### src/rtl/muldiv_unit.sv
// Iterative RV32M multiply/divide, one bit per cycle: result_valid VALUE_W+1 edges after accept (1 edge for divide-by-zero).
// Single op in flight; result holds until result_ready; flush/reset drop all work. MULDIV_SIGNED_EN enables signed ops.
module muldiv_unit #(
    parameter int VALUE_W    = 32,
    parameter int REG_ADDR_W = 5,
    parameter int CNT_W      = 6
) (
    input  logic                  clock,
    input  logic                  reset_n,
    input  logic                  flush,
    input  logic                  start_valid,
    output logic                  start_ready,
    input  logic [2:0]            op,
    input  logic [VALUE_W-1:0]    src1,
    input  logic [VALUE_W-1:0]    src2,
    input  logic [REG_ADDR_W-1:0] start_rd,
    output logic                  result_valid,
    input  logic                  result_ready,
    output logic [VALUE_W-1:0]    result,
    output logic [REG_ADDR_W-1:0] result_rd
);

    typedef enum logic [1:0] {IDLE, BUSY, DONE} state_t;

    state_t                 state;
    logic [CNT_W-1:0]       counter;
    // Multiply: {product_hi, product_lo}. Divide: {remainder, quotient}.
    logic [2*VALUE_W-1:0]   acc;
    logic [VALUE_W-1:0]     operand;
    logic [2:0]             op_q;
    logic                   neg_a;
    logic                   neg_b;

    logic                   s1_signed, s2_signed, a_neg_in, b_neg_in;
    logic [VALUE_W-1:0]     mag1, mag2;
    logic [VALUE_W:0]       mul_sum, div_shift, div_trial;
    logic [2*VALUE_W-1:0]   mul_next, div_next, prod_fix;
    logic [VALUE_W-1:0]     quo_fix, rem_fix;

    always_comb begin
        s1_signed = 1'b0;
        s2_signed = 1'b0;
`ifdef MULDIV_SIGNED_EN
        s1_signed = (op == 3'b001) || (op == 3'b010) || (op == 3'b100) || (op == 3'b110);
        s2_signed = (op == 3'b001) || (op == 3'b100) || (op == 3'b110);
`endif
        a_neg_in = s1_signed & src1[VALUE_W-1];
        b_neg_in = s2_signed & src2[VALUE_W-1];
        mag1     = a_neg_in ? -src1 : src1;
        mag2     = b_neg_in ? -src2 : src2;
    end

    always_comb begin
        mul_sum   = {1'b0, acc[2*VALUE_W-1:VALUE_W]} + (acc[0] ? {1'b0, operand} : '0);
        mul_next  = {mul_sum, acc[VALUE_W-1:1]};
        div_shift = {acc[2*VALUE_W-1:VALUE_W], acc[VALUE_W-1]};
        div_trial = div_shift - {1'b0, operand};
        // Top bit set means the trial subtraction went negative: restore.
        if (div_trial[VALUE_W])
            div_next = {div_shift[VALUE_W-1:0], acc[VALUE_W-2:0], 1'b0};
        else
            div_next = {div_trial[VALUE_W-1:0], acc[VALUE_W-2:0], 1'b1};
    end

    always_comb begin
        prod_fix = (neg_a ^ neg_b) ? -acc : acc;
        quo_fix  = (neg_a ^ neg_b) ? -acc[VALUE_W-1:0] : acc[VALUE_W-1:0];
        rem_fix  = neg_a ? -acc[2*VALUE_W-1:VALUE_W] : acc[2*VALUE_W-1:VALUE_W];
        result   = '0;
        if (result_valid) begin
            case (op_q)
                3'b000:                 result = prod_fix[VALUE_W-1:0];
                3'b001, 3'b010, 3'b011: result = prod_fix[2*VALUE_W-1:VALUE_W];
                3'b100, 3'b101:         result = quo_fix;
                default:                result = rem_fix;
            endcase
        end
    end

    always_ff @(posedge clock or negedge reset_n) begin
        if (!reset_n) begin
            state        <= IDLE;
            counter      <= '0;
            acc          <= '0;
            operand      <= '0;
            op_q         <= '0;
            neg_a        <= 1'b0;
            neg_b        <= 1'b0;
            result_valid <= 1'b0;
            start_ready  <= 1'b1;
            result_rd    <= '0;
        end else if (flush) begin
            state        <= IDLE;
            result_valid <= 1'b0;
            start_ready  <= 1'b1;
        end else begin
            case (state)
                IDLE: begin
                    if (start_valid) begin
                        op_q        <= op;
                        result_rd   <= start_rd;
                        counter     <= '0;
                        start_ready <= 1'b0;
                        if (op[2] && (src2 == '0)) begin
                            // Divide by zero: quotient all ones, remainder is the raw dividend.
                            acc          <= {src1, {VALUE_W{1'b1}}};
                            neg_a        <= 1'b0;
                            neg_b        <= 1'b0;
                            result_valid <= 1'b1;
                            state        <= DONE;
                        end else begin
                            acc     <= {{VALUE_W{1'b0}}, (op[2] ? mag1 : mag2)};
                            operand <= op[2] ? mag2 : mag1;
                            neg_a   <= a_neg_in;
                            neg_b   <= b_neg_in;
                            state   <= BUSY;
                        end
                    end
                end
                BUSY: begin
                    acc     <= op_q[2] ? div_next : mul_next;
                    counter <= counter + CNT_W'(1);
                    if (counter == CNT_W'(VALUE_W - 1)) begin
                        result_valid <= 1'b1;
                        state        <= DONE;
                    end
                end
                DONE: begin
                    if (result_ready) begin
                        result_valid <= 1'b0;
                        start_ready  <= 1'b1;
                        state        <= IDLE;
                    end
                end
                default: state <= IDLE;
            endcase
        end
    end

endmodule

### config.mk
export PLATFORM = sky130hd
export DESIGN_NAME = muldiv_unit
export DESIGN_NICKNAME = d
export VERILOG_FILES = /design/src/rtl/muldiv_unit.sv
export SDC_FILE = /design/constraint.sdc
export NUM_CORES = 1
export LEC_CHECK = 0
export CORE_MARGIN = 2
export CORE_UTILIZATION = 59
export DETAILED_ROUTE_END_ITERATION = 6
export GPL_ROUTABILITY_DRIVEN = 0
export PLACE_DENSITY = 0.83
export SLEW_MARGIN = 5
export SYNTH_ARGS = -nofsm -noshare
export SYNTH_HDL_FRONTEND = slang
export SYNTH_SLANG_ARGS = --single-unit
### constraint.sdc
create_clock -name clock -period 4.2 [get_ports clock]
set_input_delay 0.84 -clock clock [delete_from_list [all_inputs] [get_ports clock]]
set_output_delay 0.84 -clock clock [all_outputs]
set_load 0.02 [all_outputs]
==> results of run 1 <==
## worst max-delay path, stage by stage, from the launching register on
cell	delay [ns]
dfrtp_1	0.38
inv_1	0.09
ha_1	0.23
fa_1	0.40
nand2b_1	0.26
a21oi_2	0.24
o21a_4	0.19
a211oi_4	0.09
o41ai_4	0.55
mux2i_4	0.21
nor3_1	0.69
a21oi_1	0.12
o211ai_1	0.22
## power by group through the flow
stage	registers, µW	clock network (µW)	logic (µW)
global placement	1940	0	4950
CTS	1940	1410	5100
finish	1990	1410	5260
floorplan	1720	0	3910
detailed placement	1950	0	5030
global route	2010	1460	5710
## sequential cells by signal (all words and copies together), names as in the netlist
signal        cells
acc              64
operand          32
counter           6
result_rd         5
op_q              3
state             2
result_valid      1
start_ready       1
## cell usage after synthesis (11+ instances only)
master | count | area, µm²
a21o_1 | 25 | 187.7
dfrtp_1 | 113 | 2828
a31oi_1 | 19 | 118.9
xnor2_1 | 30 | 262.8
mux2i_1 | 73 | 730.7
a21oi_1 | 92 | 460.4
nor3_1 | 15 | 75.07
a21boi_0 | 35 | 262.8
and2_1 | 37 | 231.5
nand3_1 | 27 | 135.1
clkbuf_1 | 72 | 270.3
a211oi_1 | 11 | 82.58
nor2_1 | 62 | 232.7
xor2_1 | 23 | 201.4
o221ai_1 | 12 | 105.1
nand2b_1 | 12 | 75.07
mux2_2 | 40 | 450.4
nand2_1 | 258 | 968.4
inv_1 | 52 | 195.2
nand4_1 | 23 | 143.9
ha_1 | 65 | 813.3
o22ai_1 | 32 | 200.2
o21ai_0 | 120 | 600.6
## worst paths after layout
check | cells past startpoint | endpoint | start
setup / recovery | 12 | acc[0] | acc[31]
max in group asynchronous | 2 | acc[58] | reset_n
hold reg to reg | 1 | result_rd[4] | result_rd[4]
hold / removal | 1 | result_rd[4] | result_rd[4]
min in group asynchronous | 1 | acc[5] | reset_n
setup reg to reg | 12 | acc[0] | acc[31]
## through the flow
stage | instance area (µm²) | hold WS [ns] | worst slack [ns] | instances
6_report | 12730 | 0.5142 | 0.4552 | 1708
5_1_grt | 12730 | 0.5350 | 0.3641 | 1708
4_1_cts | 12730 | 0.5080 | 0.5665 | 1708
3_5_place_dp | 12160 | 0.4954 | 0.6377 | 1676
3_3_place_gp | 12160 | 0.4852 | 0.7264 | 1676
2_1_floorplan | 10940 | 0.4639 | 1.053 | 1403
## cell type report
class | count | area (µm²)
Inverter | 52 | 195.2
Clock buffer | 18 | 439.2
Tap cell | 229 | 286.5
Clock inverter | 14 | 130.1
Fill cell | 1397 | 5353
Multi-Input combinational cell | 1144 | 7491
Sequential cell | 114 | 2855
Timing Repair Buffer | 137 | 1336
## cells in the final DEF, fill, tap and decap left out, types with 22 or more instances in the layout
master / synthesis / routed
ha_1: 65 / 65
and2_1: 37 / 37
buf_4: 5 / 22
o21ai_0: 120 / 120
nand2_1: 258 / 258
nand4_1: 23 / 23
dfrtp_1: 113 / 112
clkdlybuf4s50_1: 0 / 113
nor2_1: 62 / 62
xnor2_1: 30 / 30
o22ai_1: 32 / 32
mux2_2: 40 / 40
nand3_1: 27 / 27
a21oi_1: 92 / 91
mux2i_1: 73 / 73
a21boi_0: 35 / 35
a21o_1: 25 / 25
xor2_1: 23 / 23
inv_1: 52 / 52
## layer usage
metal	vias to the layer above	part of all wire, %	GRT usage, %
li1	5183	-	-
met1	5288	40	50.48
met2	775	43	55.96
met3	141	13	10.63
met4	0	4.1	14.09
met5	-	0	0
## logic make-up after synthesis
kind of cell             synth area share [%]
XOR/XNOR                                4.244
adder cells (fa/ha/maj)                 7.801
flip-flops                              26.09
buffers and inverters                   5.651
AO/OA/AOI/OAI                           25.86
multiplexers                            11.00
AND/OR/NAND/NOR                         19.34
==> results.md, run 1 <==
* Status: finished, violations left
* Failing checks: design-rule violations
* Clock-pin transition on the worst setup and hold timing paths at 0.06 ns
* Ys Warns at 0
* Vias in the first global route at 10710
* Clock Skew at 0.005797 ns
* Congestion Overflow GR at 0
* WP data arrival at 4.08 ns
* DRC violations left at 13
* Initial antenna violation count at 0
* CTS Hold Bufs at 0
* CTS tree: yes
* Finished Core Util at 70.40%
* Sw Share at 50.01%
* Antenna Nets Post-Route at 0
* Post-synth cell types at 75
* Critical Path Source Type: flip-flop
* Max-cap viol count at 0
* Hold Path Class: flip-flop to flip-flop
* Clk root buf: clkbuf_16
* RSZ-0062 raised after global routing: false
* Relative slew margins at 34.84%
* Fmax at 267.0 MHz
* Synthesized Nets at 1547
* Main flop type after synthesis: dfrtp_1
* # nets final at 1610
* # diodes at 0
* Synth Instances at 1403
* Final worst-path cycle share at 89.16%
* Critical Path Sink Type: flip-flop
* Share of synthesized registers carrying an async set or reset at 100.0%
* Reg-to-reg slack, setup at 0.46 ns
* Count of final hold-check violations at 0
* Comb pwr share at 60.8%
* Die height at 140.2 µm
* Largest net degree at the start of global routing at 74
* Drt first pass iters at 7
* Flop pwr share at 23.0%
* GRT Overall Usage at 37.01%
* I/O Buffers at 115
* Setup violations, final at 0
* Required @ worst endpoint at 4.54 ns
* Clock power share at 16.3%
* Via/cell ratio at 6.667
* P_leak at 0.005570 µW
* Pwr dens at 680.4 nW/µm²
* Row cnt at 49
* DRT iter0 DRCs at 1300
* Mapped cell area at 10940 µm²
* TritonCTS Buffers at 17
* Clock sinks at 114
* CTS max path bufs at 2
* Final WL at 36970 µm
* Cell Int Power at 4331 µW
* Setup Crit Path Kind: flip-flop to flip-flop
* Post-CTS resize count at 0
* Slew @ Worst Pin at 0.9774 ns
* Register bit total from synthesis at 114
* Layout cells sized above 1 at 8.249%
* Max-slew violations at 0
* Clk_lat worst skew at 0.43 ns
* Post-DP HPWL at 27310 µm
* Syn Area/Cell at 7.796 µm²
* Drt wl/cell at 21.65 µm
* First-pass GRT wire length at 57110 µm
* Total Power at 8664 µW
* Die Wd at 140.2 µm
* Critical path fanouts, max at 9
* Vias post-DR at 11390
* I/O Pins at 116
* Core ar. at 18090 µm²
* Setup TNS at 0 ns
* Register area share after synthesis at 26.09%
* Worst VDD drop at 0.3500 mV
* Switching pwr at 4332 µW
* Area Overhead vs Synth at 16.42%
* Post-CTS Setup Bufs at 0
* Post-synth EDFFs at 0
* Starting density of the core at 60.48%
* H-tree Lvls at 4
* Die area at 19640 µm²
* Crit path time final at 3.745 ns
Power figures use the tool's default switching activity.
==> run 2: changes to the inputs <==
Settings changed: CAP_MARGIN set to 20.
==> results of run 2 <==
No change in the layout: final DEF, timing and power equal those of run 1.
==> run 3: changes to the inputs <==
Settings changed: ABC_AREA set to 1, CORE_MARGIN 2 to unset, CORE_UTILIZATION 59 to 60.
==> run 3 against run 2 <==
Net effect: maximum frequency rose by 9.2%; final cell count grew 54%; setup slack gained 0.31 ns; via count increased by 37%; sequential share of layout area down 2.9 points; wire length up 26%; flip-flop and latch count stayed put; synthesized area grew 17%; power rose by 59%; die area rose by 11%; the flow still finishes with violations (design-rule violations); register-to-register slack better by 0.56 ns.
==> results.md, run 3 <==
* Max-slew violations at 0
* Die Wd at 147.9 µm
* Clock-pin transition on the worst setup and hold timing paths at 0.07 ns
* Vias in the first global route at 14460
* Max incr delay on CP at 0.64 ns
* Required @ worst endpoint at 3.36 ns
* Critical path endpoint: result[12]
* Count of final hold-check violations at 0
* I/O Buffers at 115
* Post-synth cell types at 38
* Die height at 147.9 µm
* RR Endpoint: acc[0]
* GRT Overall Usage at 43.54%
* Initial antenna violation count at 1
* Antenna Nets Post-Route at 0
* Top post-synthesis cells by area: nand2_1 25%, dfrtp_1 22%, inv_1 11%
* Row cnt at 52
* Drt first pass iters at 7
* Top cells by count, synth: 854 x nand2_1, 391 x inv_1, 199 x o21ai_0
* Via/cell ratio at 5.929
* Max-cap viol count at 0
* Post-synth EDFFs at 0
* Commonest non-fill, non-tap cell in the layout: nand2_1
* CTS max path bufs at 2
* Setup ws final at 0.7696 ns
* Crit-path cells: inv_1 -> a21oi_4 -> buf_12 -> o21ai_0 -> a21oi_1 -> clkdlybuf4s50_1
* Most used routing layer: met2
* Core ar. at 20560 µm²
* Layout cells sized above 1 at 3.691%
* DP Worst Slack at 1.055 ns
* Fmax at 291.5 MHz
* Syn Area/Cell at 5.594 µm²
* Clk_lat worst skew at 0.44 ns
* CTS Hold Bufs at 0
* Setup Crit Path Kind: flip-flop to primary output
* Post-CTS Setup Bufs at 0
* Most common cell in the synthesized netlist: nand2_1
* Share of synthesized registers carrying an async set or reset at 100.0%
* Area Overhead vs Synth at 14.80%
* CTS tree: yes
* Critical Path Source Type: flip-flop
* First-pass GRT wire length at 74340 µm
* GR Util met1 at 55.36%
* Reg-to-reg slack, setup at 1.02 ns
* Relative slew margins at 21.50%
* H-tree Lvls at 4
* CP startpoint: op_q[2]
* Starting density of the core at 62.09%
* TritonCTS Buffers at 17
* Post-CTS resize count at 0
* Top-area cell type share of the netlist area at 25.11%
* Hold Path Class: flip-flop to flip-flop
* Cell depth of the worst flop-to-flop path at 15
* GRT met2 Usage at 68.04%
* Congestion Overflow GR at 0
* DRT iter0 DRCs at 1837
* WP data arrival at 2.59 ns
* Slew @ Worst Pin at 1.178 ns
* Die area at 21860 µm²
* Largest regs: acc (64), operand (32), counter (6)
* Largest net degree at the start of global routing at 107
* Largest Register: acc
* Failing checks: design-rule violations
* Setup violations, final at 0
* Synthesized Nets at 2426
* Status: finished, violations left
* Pwr dens at 940.4 nW/µm²
* Max reg flops at 64
* Worst VDD drop at 0.5571 mV
* Clock Skew at 0.01216 ns
* Total Power at 13780 µW
* Critical path fanouts, max at 31
* DRC violations left at 3
* Clock sinks at 114
* Clk root buf: clkbuf_16
* Leading area contributor after synthesis: nand2_1
* Commonest cells after routing, fill and taps aside: 854 x nand2_1, 391 x inv_1, 199 x o21ai_0, 167 x a21oi_1, 119 x nor2_1
* Vias post-DR at 15580
* Mapped cell area at 12760 µm²
* Main flop type after synthesis: dfrtp_1
* # nets final at 2488
* Met3 usage at 12.53%
* I/O Pins at 116
* Critical Path Sink Type: primary output
* Ys Warns at 0
* Setup TNS at 0 ns
* RSZ-0062 raised after global routing: false
* Drt wl/cell at 17.79 µm
* Final WL at 46740 µm
* Slowest CP cell: clkdlybuf4s50_1
* Fillers at 1845
* Crit path time final at 3.430 ns
* Register area share after synthesis at 22.36%
* Register bit total from synthesis at 114
* Post-DP HPWL at 35370 µm
* Reg2reg start: acc[32]
* Final worst-path cycle share at 81.68%
* Synth Instances at 2282
* P_leak at 0.008205 µW
-- run 3: cell count changes after synthesis, sizes merged, moves of 31 or more --
cell	previous run	this run
nand2	259	864
inv	52	398
o21ai	129	221
a21oi	94	171
mux2i	74	0
nand3	27	98
nor2	63	127
mux2	40	0
a21boi	35	0
and2	37	2
o22ai	32	1
-- run 3: how the worst min path moves through the flow --
stage            startpoint      endpoint  slack (ns)  depth (start not counted)
2_1_floorplan       op_q[0]       op_q[0]        0.44                          2
3_3_place_gp   result_rd[3]  result_rd[3]        0.46                          2
3_5_place_dp   result_rd[1]  result_rd[1]        0.46                          2
6_report       result_rd[1]  result_rd[1]        0.47                          2
5_1_grt        result_rd[1]  result_rd[1]        0.50                          2
4_1_cts        result_rd[1]  result_rd[1]        0.48                          2
-- run 3: report_power, final --
part	total (µW)	switching, µW	internal (µW)	leakage (µW)
clock	1550	656	895	0.000287
combinational	9850	6620	3230	0.00647
sequential	2380	768	1610	0.00145
-- run 3: logic make-up after synthesis --
logic type / synth area share, %
adders and majority gates: 6.685
DFF: 22.36
xor gates and xnor gates: 1.029
and+or+nand+nor: 37.06
AOI/OAI and AO/OA: 18.02
buffers and inverters: 14.85
-- run 3: final cells by class --
type / count / area, µm² / share of cell area, %
Antenna cell: 1 / 2.502 / 0.01708
Clock buffer: 18 / 429.2 / 2.929
Clock inverter: 14 / 167.7 / 1.144
Inverter: 398 / 1494 / 10.19
Multi-Input combinational cell: 1677 / 8054 / 54.96
Sequential cell: 114 / 2855 / 19.48
Tap cell: 270 / 337.8 / 2.305
Timing Repair Buffer: 136 / 1314 / 8.965
-- run 3: worst max-delay path, delay by kind of cell, from the launching register on --
| kind | cells | cell delay (ns) |
|---|---|---|
| compound gates | 3 | 0.81 |
| buf+inv | 3 | 0.96 |
| flops | 1 | 0.36 |
-- run 3: per-stage QoR --
step | util [%] | instance area (µm²) | hold WS, ns | std cells
final | 71.28 | 14650 | 0.4730 | 2628
after global routing | 71.26 | 14650 | 0.4986 | 2627
after CTS | 71.26 | 14650 | 0.4767 | 2627
after detailed placement | 68.36 | 14050 | 0.4625 | 2595
after global placement | 68.36 | 14050 | 0.4560 | 2595
after floorplan | - | 12760 | 0.4422 | 2282
-- run 3: per-layer routing --
| metal | share of wire [%] | up-vias |
|---|---|---|
| li1 | - | 7283 |
| met1 | 38 | 6971 |
| met2 | 43 | 1110 |
| met3 | 14 | 217 |
| met4 | 5.3 | 0 |
| met5 | 0 | - |
